**src/rtl/instr_fetch_pkg.sv**
```systemverilog
// Shared definitions for the instruction fetch stage: FSM encoding, bubble word,
// cpu opcode constants and small address helpers.
package instr_fetch_pkg;

    typedef enum logic [1:0] {
        S_ADDR    = 2'd0,
        S_REQ     = 2'd1,
        S_DELIVER = 2'd2
    } fetch_state_e;

    // AND r0,r0,r0 encodes as all zeros
    localparam logic [31:0] NOP_WORD = 32'h0000_0000;

    localparam logic [3:0] OP_ADD  = 4'b0100;
    localparam logic [3:0] OP_ADDI = 4'b1100;
    localparam logic [3:0] OP_BEQ  = 4'b1000;
    localparam logic [3:0] OP_LUI  = 4'b1101;

    function automatic logic addr_misaligned(input logic [1:0] lsb);
        return (lsb != 2'b00);
    endfunction

endpackage

```
**src/rtl/instr_fetch_timeout_ctr.sv**
```systemverilog
// Saturating wait-cycle counter for the memory request; expired marks the last
// permitted cycle of an outstanding request.
module fetch_timeout_ctr #(
    parameter int TIMEOUT = 15
) (
    input  logic clk,
    input  logic rst,
    input  logic clr,
    input  logic en,
    output logic expired
);

    localparam int CW = (TIMEOUT > 2) ? $clog2(TIMEOUT) : 1;
    localparam logic [CW-1:0] LAST = CW'(TIMEOUT - 1);

    logic [CW-1:0] count_r;

    assign expired = (count_r == LAST);

    // cycle counter, held at LAST until cleared
    always_ff @(posedge clk or negedge rst) begin
        if (!rst) begin
            count_r <= {CW{1'b0}};
        end else if (clr) begin
            count_r <= {CW{1'b0}};
        end else if (en && !expired) begin
            count_r <= count_r + CW'(1);
        end else begin
            count_r <= count_r;
        end
    end

endmodule

```
**src/rtl/instr_fetch.sv**
```systemverilog
// Instruction fetch stage: samples pc, runs a req/ack memory read and hands the
// word to the cpu for one cycle, replacing misaligned or timed-out fetches by a bubble.
module instr_fetch
    import instr_fetch_pkg::*;
#(
    parameter int                ADDR_W    = 32,
    parameter int                DATA_W    = 32,
    parameter logic [DATA_W-1:0] NOP_INSTR = NOP_WORD,
    parameter int                TIMEOUT   = 15
) (
    input  logic              clk,
    input  logic              rst,
    input  logic [ADDR_W-1:0] pc,
    output logic [DATA_W-1:0] instruction,
    output logic              instr_valid,
    output logic              stall,
    output logic [ADDR_W-1:0] imem_addr,
    output logic              imem_req,
    input  logic [DATA_W-1:0] imem_rdata,
    input  logic              imem_ack,
    output logic              err,
    output logic [31:0]       fetch_count
);

    fetch_state_e      state_r, state_nx_s;
    logic [ADDR_W-1:0] fetch_addr_r, fetch_addr_nx_s;
    logic [DATA_W-1:0] instr_r, instr_nx_s;
    logic              err_r, err_nx_s;
    logic              req_r, valid_r, stall_r;
    logic [31:0]       fetch_count_r;
    logic              tmo_en_s, tmo_clr_s, tmo_expired_s;

    fetch_timeout_ctr #(.TIMEOUT(TIMEOUT)) u_tmo (
        .clk     (clk),
        .rst     (rst),
        .clr     (tmo_clr_s),
        .en      (tmo_en_s),
        .expired (tmo_expired_s)
    );

    // state register
    always_ff @(posedge clk or negedge rst) begin
        if (!rst) begin
            state_r <= S_ADDR;
        end else begin
            state_r <= state_nx_s;
        end
    end

    // next state and next datapath values
    always_comb begin
        state_nx_s      = state_r;
        fetch_addr_nx_s = fetch_addr_r;
        instr_nx_s      = instr_r;
        err_nx_s        = err_r;
        tmo_en_s        = 1'b0;
        tmo_clr_s       = 1'b1;
        case (state_r)
            S_ADDR: begin
                fetch_addr_nx_s = pc;
                if (addr_misaligned(pc[1:0])) begin
                    instr_nx_s  = NOP_INSTR;
                    err_nx_s    = 1'b1;
                    state_nx_s  = S_DELIVER;
                end else begin
                    state_nx_s  = S_REQ;
                end
            end
            S_REQ: begin
                tmo_en_s  = 1'b1;
                tmo_clr_s = 1'b0;
                // a same-cycle ack beats the timeout and leaves err untouched
                if (imem_ack) begin
                    instr_nx_s = imem_rdata;
                    tmo_clr_s  = 1'b1;
                    state_nx_s = S_DELIVER;
                end else if (tmo_expired_s) begin
                    instr_nx_s = NOP_INSTR;
                    err_nx_s   = 1'b1;
                    tmo_clr_s  = 1'b1;
                    state_nx_s = S_DELIVER;
                end else begin
                    state_nx_s = S_REQ;
                end
            end
            S_DELIVER: begin
                state_nx_s = S_ADDR;
            end
            default: begin
                state_nx_s = S_ADDR;
            end
        endcase
    end

    // registered outputs, decoded from the upcoming state so they align with it
    always_ff @(posedge clk or negedge rst) begin
        if (!rst) begin
            fetch_addr_r  <= {ADDR_W{1'b0}};
            instr_r       <= NOP_INSTR;
            err_r         <= 1'b0;
            req_r         <= 1'b0;
            valid_r       <= 1'b0;
            stall_r       <= 1'b1;
            fetch_count_r <= 32'd0;
        end else begin
            fetch_addr_r  <= fetch_addr_nx_s;
            instr_r       <= instr_nx_s;
            err_r         <= err_nx_s;
            req_r         <= (state_nx_s == S_REQ);
            valid_r       <= (state_nx_s == S_DELIVER);
            stall_r       <= (state_nx_s != S_DELIVER);
            if (state_r == S_DELIVER) begin
                fetch_count_r <= fetch_count_r + 32'd1;
            end else begin
                fetch_count_r <= fetch_count_r;
            end
        end
    end

    assign instruction = instr_r;
    assign instr_valid = valid_r;
    assign stall       = stall_r;
    assign imem_addr   = fetch_addr_r;
    assign imem_req    = req_r;
    assign err         = err_r;
    assign fetch_count = fetch_count_r;

endmodule

```
**config.mk**
```make
export PLATFORM = sky130hd
export DESIGN_NAME = instr_fetch
export DESIGN_NICKNAME = d
export VERILOG_FILES = /design/src/rtl/instr_fetch_pkg.sv /design/src/rtl/instr_fetch_timeout_ctr.sv /design/src/rtl/instr_fetch.sv
export SDC_FILE = /design/constraint.sdc
export NUM_CORES = 1
export LEC_CHECK = 0
export ABC_AREA = 1
export BUFFER_PORTS_ARGS = -buffer_cell sky130_fd_sc_hd__buf_4
export CAP_MARGIN = 20
export CELL_PAD_IN_SITES_DETAIL_PLACEMENT = 1
export CELL_PAD_IN_SITES_GLOBAL_PLACEMENT = 1
export CORE_ASPECT_RATIO = 1.1
export CORE_MARGIN = 2
export CORE_UTILIZATION = 38
export DETAILED_ROUTE_END_ITERATION = 6
export PLACE_DENSITY = 0.85
export SLEW_MARGIN = 20
export SYNTH_ARGS = -nofsm -noshare
export SYNTH_HDL_FRONTEND = slang
export SYNTH_SLANG_ARGS = --single-unit
```
**constraint.sdc**
```tcl
create_clock -name clk -period 4.7 [get_ports clk]
set_clock_uncertainty 0.15 [all_clocks]
set_input_delay 0.705 -clock clk [delete_from_list [all_inputs] [get_ports clk]]
set_output_delay 0.705 -clock clk [all_outputs]
set_load 0.1 [all_outputs]
```
==> impl_metrics.json, run 1 <==
{
  "initial_core_util": 0.387,
  "die_height_um": 120,
  "htreeDepth": 3,
  "transition_time_at_the_pin_with_the_least_slew_margin_ns": 0.741,
  "worstPathMaxFanout": 34,
  "gr_usage_total": 0.213,
  "relative_area_change_from_synthesis_to_final_layout_pct": 36.1,
  "hold_path.class": "input port to asynchronous set/reset pin",
  "numCtsBuffers": 9,
  "globalplace.congestion": 0.865,
  "gr-total-overflow": 0,
  "core_region_area_um2": 11900,
  "worst_setup_hold_path_clk_slew_ns": 0.07,
  "syn_area_per_cell_um2": 8.53,
  "antenna_cells": 0,
  "cts_buffer_depth": 2,
  "reg2reg_to": "instruction[4]",
  "power.static_leakage_uw": 0.00345,
  "num_vias": 4168,
  "detailedPlacementHpwl_mm": 9.79,
  "route.antenna.remaining_nets": 0,
  "holdBufCountCts": 0,
  "ys.warnings.count": 0,
  "post-route-drc-count": 0,
  "clk_latency_ns": 0.34,
  "final_max_slew_viol_count": 0,
  "fmax_mhz": 389,
  "ys_ff_latch": 106,
  "peakVddDrop_mv": 0.564,
  "die_area_um2": 13000,
  "rrSetupSlack_ns": 2.13,
  "setup.worst_path.start_class": "register",
  "cts_sink_count": 106,
  "wl_mm": 13.3,
  "syn_area_um2": 4610,
  "postCtsSetupBuffers": 0,
  "layout.cells.most_common_list": "233 x sky130_fd_sc_hd__nand2_1, 167 x sky130_fd_sc_hd__buf_4, 105 x sky130_fd_sc_hd__dfrtp_1, 53 x sky130_fd_sc_hd__nand3_1, 38 x sky130_fd_sc_hd__nor2_1",
  "rows": 42,
  "final_min_period_over_clock_period": 0.547,
  "number_of_global_route_vias_before_repair": 4577,
  "crit_required_ns": 4.83,
  "endpoint": "instruction[4]",
  "max_cap_viol": 0,
  "crit_path_end_kind": "register",
  "syn_nets": 611,
  "powerDensity_nw_per_um2": 749,
  "synthesis.instances": 541,
  "reg2regPathDepth": 8,
  "cp_data_arrival_time_ns": 2.70,
  "grt_setup_unrepaired": "false",
  "num-fill-cells": 1415,
  "clk_root_buffer_cell": "sky130_fd_sc_hd__clkbuf_16",
  "io-pin-count": 167,
  "layout.nets": 773,
  "tritoncts": "done",
  "timing_startpoint_of_the_critical_path": "state_r[0]",
  "detail_route.wl_per_cell_um": 15.5,
  "layout_commonest_cell": "sky130_fd_sc_hd__nand2_1",
  "setup.worst_path.class": "register to register",
  "slew_headroom": 0.506,
  "post-layout-total-power_uw": 4710,
  "port_buffers": 166,
  "finalHoldViolations": 0,
  "period_minus_slack_ns": 2.57,
  "synth_sequential_area_ratio": 0.575,
  "detail_route.vias_per_cell": 4.84,
  "antenna_found_initial": 0,
  "drt_pre_antenna_iters": 4,
  "critical_path.reg2reg.startpoint": "state_r[0]",
  "drt-initial-drc-count": 149,
  "dieWidth_um": 109,
  "synth.lib_cells_used.distinct": 25,
  "layout-drive-gt1-share": 0.281,
  "post_cts_resize_count": 0,
  "setup_viol_count_final": 0,
  "fin_setup_tns_ns": 0,
  "grt_start_max_net_pins": 82,
  "wire_length_of_the_first_global_routing_pass_mm": 21.7,
  "run_status": "completed"
}
[critical path: stages, from the launching register on]
cell and delay [ns]:
sky130_fd_sc_hd__dfrtp_1 0.41, sky130_fd_sc_hd__inv_2 0.07, sky130_fd_sc_hd__nand2_2 0.47, sky130_fd_sc_hd__inv_2 0.40
sky130_fd_sc_hd__nand2_1 0.24, sky130_fd_sc_hd__nand3_2 0.11, sky130_fd_sc_hd__inv_2 0.42, sky130_fd_sc_hd__nand2_1 0.12
sky130_fd_sc_hd__nand2_1 0.10
[synth_stat cells, drive strengths merged]
cell / number / share of area
nand2: 235 / 0.19
dfrtp: 105 / 0.57
nor2: 43 / 0.040
nand3: 55 / 0.062
and2: 2 / 0.0027
xnor2: 12 / 0.023
nor3: 4 / 0.0054
nand3b: 5 / 0.0081
xor2: 11 / 0.021
buf: 5 / 0.0084
a31o: 1 / 0.0019
o21ai: 1 / 0.0011
nand4: 8 / 0.011
ha: 3 / 0.0081
clkbuf: 12 / 0.0098
dfstp: 1 / 0.0057
inv: 38 / 0.031
[layer usage]
layer  GRT usage  share of wire  vias to the layer above
li1            -              -                     1994
met1       0.258           0.41                     2049
met2       0.379           0.53                      109
met3      0.0282          0.040                       16
met4      0.0801          0.019                        0
met5           0              0                        -
[sequential cells by signal, indices dropped and copies added (netlist names)]
signal         cells
imem_addr         32
state_r            2
fetch_count       32
err                1
imem_req           1
u_tmo.count_r      4
instruction       32
stall              1
instr_valid        1
[worst min-delay path by stage]
stage,to,slack (ns)
after floorplan,err,0.26
after global placement,instruction[13],0.31
after detailed placement,imem_addr[13],0.32
after CTS,err,0.32
after global routing,fetch_count[8],0.32
final,fetch_count[5],0.27
[through the flow]
stage,cells,instance area [um2],hold slack (ns),setup slack (ns),util
floorplan,541,4610,0.259,2.40,-
global placement,846,5980,0.307,2.29,0.502
detailed placement,846,5980,0.316,2.10,0.502
CTS,861,6280,0.324,2.05,0.526
global route,861,6280,0.323,1.79,0.527
finish,861,6280,0.266,2.13,0.527
[report_power, final]
group          leakage [uW]  switching (uW)  internal [uW]
clock network      0.000140             325            423
registers           0.00139             171           1150
logic               0.00192            2180            460
total               0.00345            2670           2030
[cells by family after synthesis]
| kind of cell | share of synthesized area |
|---|---|
| AOI/OAI and AO/OA | 0.00298 |
| xor gates and xnor gates | 0.0437 |
| adders and majority gates | 0.00814 |
| buffers and inverters | 0.0491 |
| DFF | 0.575 |
| and+or+nand+nor | 0.321 |
[area by class of cell]
class	instances	area (um2)	area share
Clock buffer	10	239	0.0380
Clock inverter	5	55.1	0.00876
Inverter	38	143	0.0227
Multi-Input combinational cell	380	1730	0.276
Sequential cell	106	2650	0.422
Tap cell	154	193	0.0307
Timing Repair Buffer	168	1260	0.201
Power figures use the tool's default switching activity.
==> run 2: changes to the inputs <==
Settings changed: CORE_UTILIZATION 38 to 36, PLACE_DENSITY 0.85 to 0.81.
Clock period 4.7 ns to 2.5 ns, I/O delays scaled along.
==> impl_metrics.json, run 2 (synthesis gave the netlist of run 1 again) <==
{
  "power.static_leakage_uw": 0.00348,
  "num-fill-cells": 1527,
  "top_usage_layer": "met2",
  "final_min_period_over_clock_period": 0.767,
  "die_height_um": 123,
  "setup_viol_count_final": 0,
  "globalplace.congestion": 0.855,
  "fin_setup_tns_ns": 0,
  "num_vias": 4182,
  "tritoncts": "done",
  "powerDensity_nw_per_um2": 1400,
  "fmax_mhz": 522,
  "met2_usage": 0.364,
  "layout.nets": 778,
  "run_status": "completed",
  "grt_start_max_net_pins": 52,
  "post_cts_resize_count": 0,
  "wire_length_of_the_first_global_routing_pass_mm": 22.4,
  "crit_path_end_kind": "register",
  "rows": 43,
  "drt-initial-drc-count": 203,
  "detail_route.vias_per_cell": 4.81,
  "period_minus_slack_ns": 1.92,
  "number_of_global_route_vias_before_repair": 4566,
  "reg2reg_to": "instruction[17]",
  "drt_pre_antenna_iters": 4,
  "hold_path.class": "input port to register",
  "setup.worst_path.class": "register to register",
  "holdBufCountCts": 1,
  "global_route.usage.met3": 0.0444,
  "finalHoldViolations": 0,
  "slew_headroom": 0.538,
  "antenna_cells": 0,
  "layout.cells.most_common_list": "233 x sky130_fd_sc_hd__nand2_1, 171 x sky130_fd_sc_hd__buf_4, 105 x sky130_fd_sc_hd__dfrtp_1, 53 x sky130_fd_sc_hd__nand3_1, 38 x sky130_fd_sc_hd__nor2_1",
  "gr_usage_total": 0.206,
  "final_max_slew_viol_count": 0,
  "antenna_found_initial": 0,
  "die_area_um2": 13700,
  "peakVddDrop_mv": 1.03,
  "dp_worst_setup_slack_ns": 0.580,
  "clk_root_buffer_cell": "sky130_fd_sc_hd__clkbuf_16",
  "multi_input_area_um2": 1730,
  "postCtsSetupBuffers": 0,
  "cts_buffer_depth": 2,
  "detail_route.wl_per_cell_um": 15.7,
  "initial_core_util": 0.367,
  "max_cap_viol": 0,
  "cts_sink_count": 106,
  "worstPathMaxFanout": 33,
  "endpoint": "instruction[17]",
  "setup.worst_path.start_class": "register",
  "reg2regPathDepth": 9,
  "io-pin-count": 167,
  "transition_time_at_the_pin_with_the_least_slew_margin_ns": 0.693,
  "layout.area.seq_um2": 2650,
  "finalWorstSetupSlack_ns": 0.583,
  "numCtsBuffers": 9,
  "port_buffers": 166,
  "detailedPlacementHpwl_mm": 10.1,
  "met1_usage_in_global_routing": 0.244,
  "cp_data_arrival_time_ns": 2.04,
  "htreeDepth": 3,
  "dieWidth_um": 112,
  "relative_area_change_from_synthesis_to_final_layout_pct": 37.4,
  "gr-total-overflow": 0,
  "grt_setup_unrepaired": "false",
  "clk_latency_ns": 0.34,
  "core_region_area_um2": 12600,
  "timing_startpoint_of_the_critical_path": "u_tmo.count_r[0]",
  "post-route-drc-count": 0,
  "route.antenna.remaining_nets": 0,
  "worst_setup_hold_path_clk_slew_ns": 0.07,
  "critical_path.reg2reg.startpoint": "u_tmo.count_r[0]",
  "layout-drive-gt1-share": 0.282,
  "layout_commonest_cell": "sky130_fd_sc_hd__nand2_1",
  "crit_required_ns": 2.62,
  "wl_mm": 13.6,
  "rrSetupSlack_ns": 0.58
}
[run 2: cell count changes in the layout (fill, tap and decap cells not counted)]
cell                            change
sky130_fd_sc_hd__clkbuf_8           +1
sky130_fd_sc_hd__buf_6              -1
sky130_fd_sc_hd__buf_4              +4
sky130_fd_sc_hd__clkinvlp_4         -2
sky130_fd_sc_hd__clkbuf_1           +3
sky130_fd_sc_hd__buf_12             +1
sky130_fd_sc_hd__dlygate4sd3_1      +1
sky130_fd_sc_hd__clkinv_2           -1
[run 2: layout make-up]
class,count,area share
Clock inverter,2,0.00553
Multi-Input combinational cell,380,0.274
Inverter,38,0.0225
Timing Repair Buffer,173,0.207
Tap cell,157,0.0310
Sequential cell,106,0.419
Clock buffer,14,0.0416
[run 2: worst min-delay path by stage]
stage | slack (ns) | end | start | cells after the start
final | 0.07 | imem_addr[6] | pc[6] | 3
after global routing | 0.07 | imem_addr[19] | pc[19] | 3
after CTS | 0.06 | imem_addr[28] | pc[28] | 3
after floorplan | -0.07 | err | rst | 0
after detailed placement | 0.31 | instruction[2] | instruction[2] | 2
after global placement | 0.31 | instruction[13] | instruction[13] | 2
[run 2: critical path, cell delays in order, from the launching register on]
cell	delay, ns
sky130_fd_sc_hd__dfrtp_1	0.39
sky130_fd_sc_hd__inv_1	0.06
sky130_fd_sc_hd__ha_1	0.19
sky130_fd_sc_hd__nand3_1	0.11
sky130_fd_sc_hd__nand2_1	0.06
sky130_fd_sc_hd__nand2_1	0.10
sky130_fd_sc_hd__nand3_2	0.09
sky130_fd_sc_hd__inv_2	0.44
sky130_fd_sc_hd__nand2_1	0.13
sky130_fd_sc_hd__nand2_1	0.10
[run 2: metrics by stage]
step / cells / hold WS, ns / util / power (uW) / area, um2
after floorplan: 541 / -0.0706 / - / 6350 / 4610
after global placement: 853 / 0.307 / 0.479 / 7410 / 6030
after detailed placement: 853 / 0.314 / 0.479 / 7510 / 6030
after CTS: 870 / 0.0586 / 0.504 / 8990 / 6340
after global routing: 870 / 0.0694 / 0.504 / 9280 / 6340
final: 870 / 0.0714 / 0.504 / 8900 / 6340
[run 2: power by group]
part           switching, uW  leakage, uW  internal [uW]
Combinational           4110      0.00194            891
Clock                    607     0.000147            832
Sequential               294      0.00139           2160
[run 2: routing by layer]
metal	vias to the layer above	wire length (um)
met5	-	0
met4	0	272
met3	23	737
met2	116	7030
met1	2035	5600
li1	2008	-
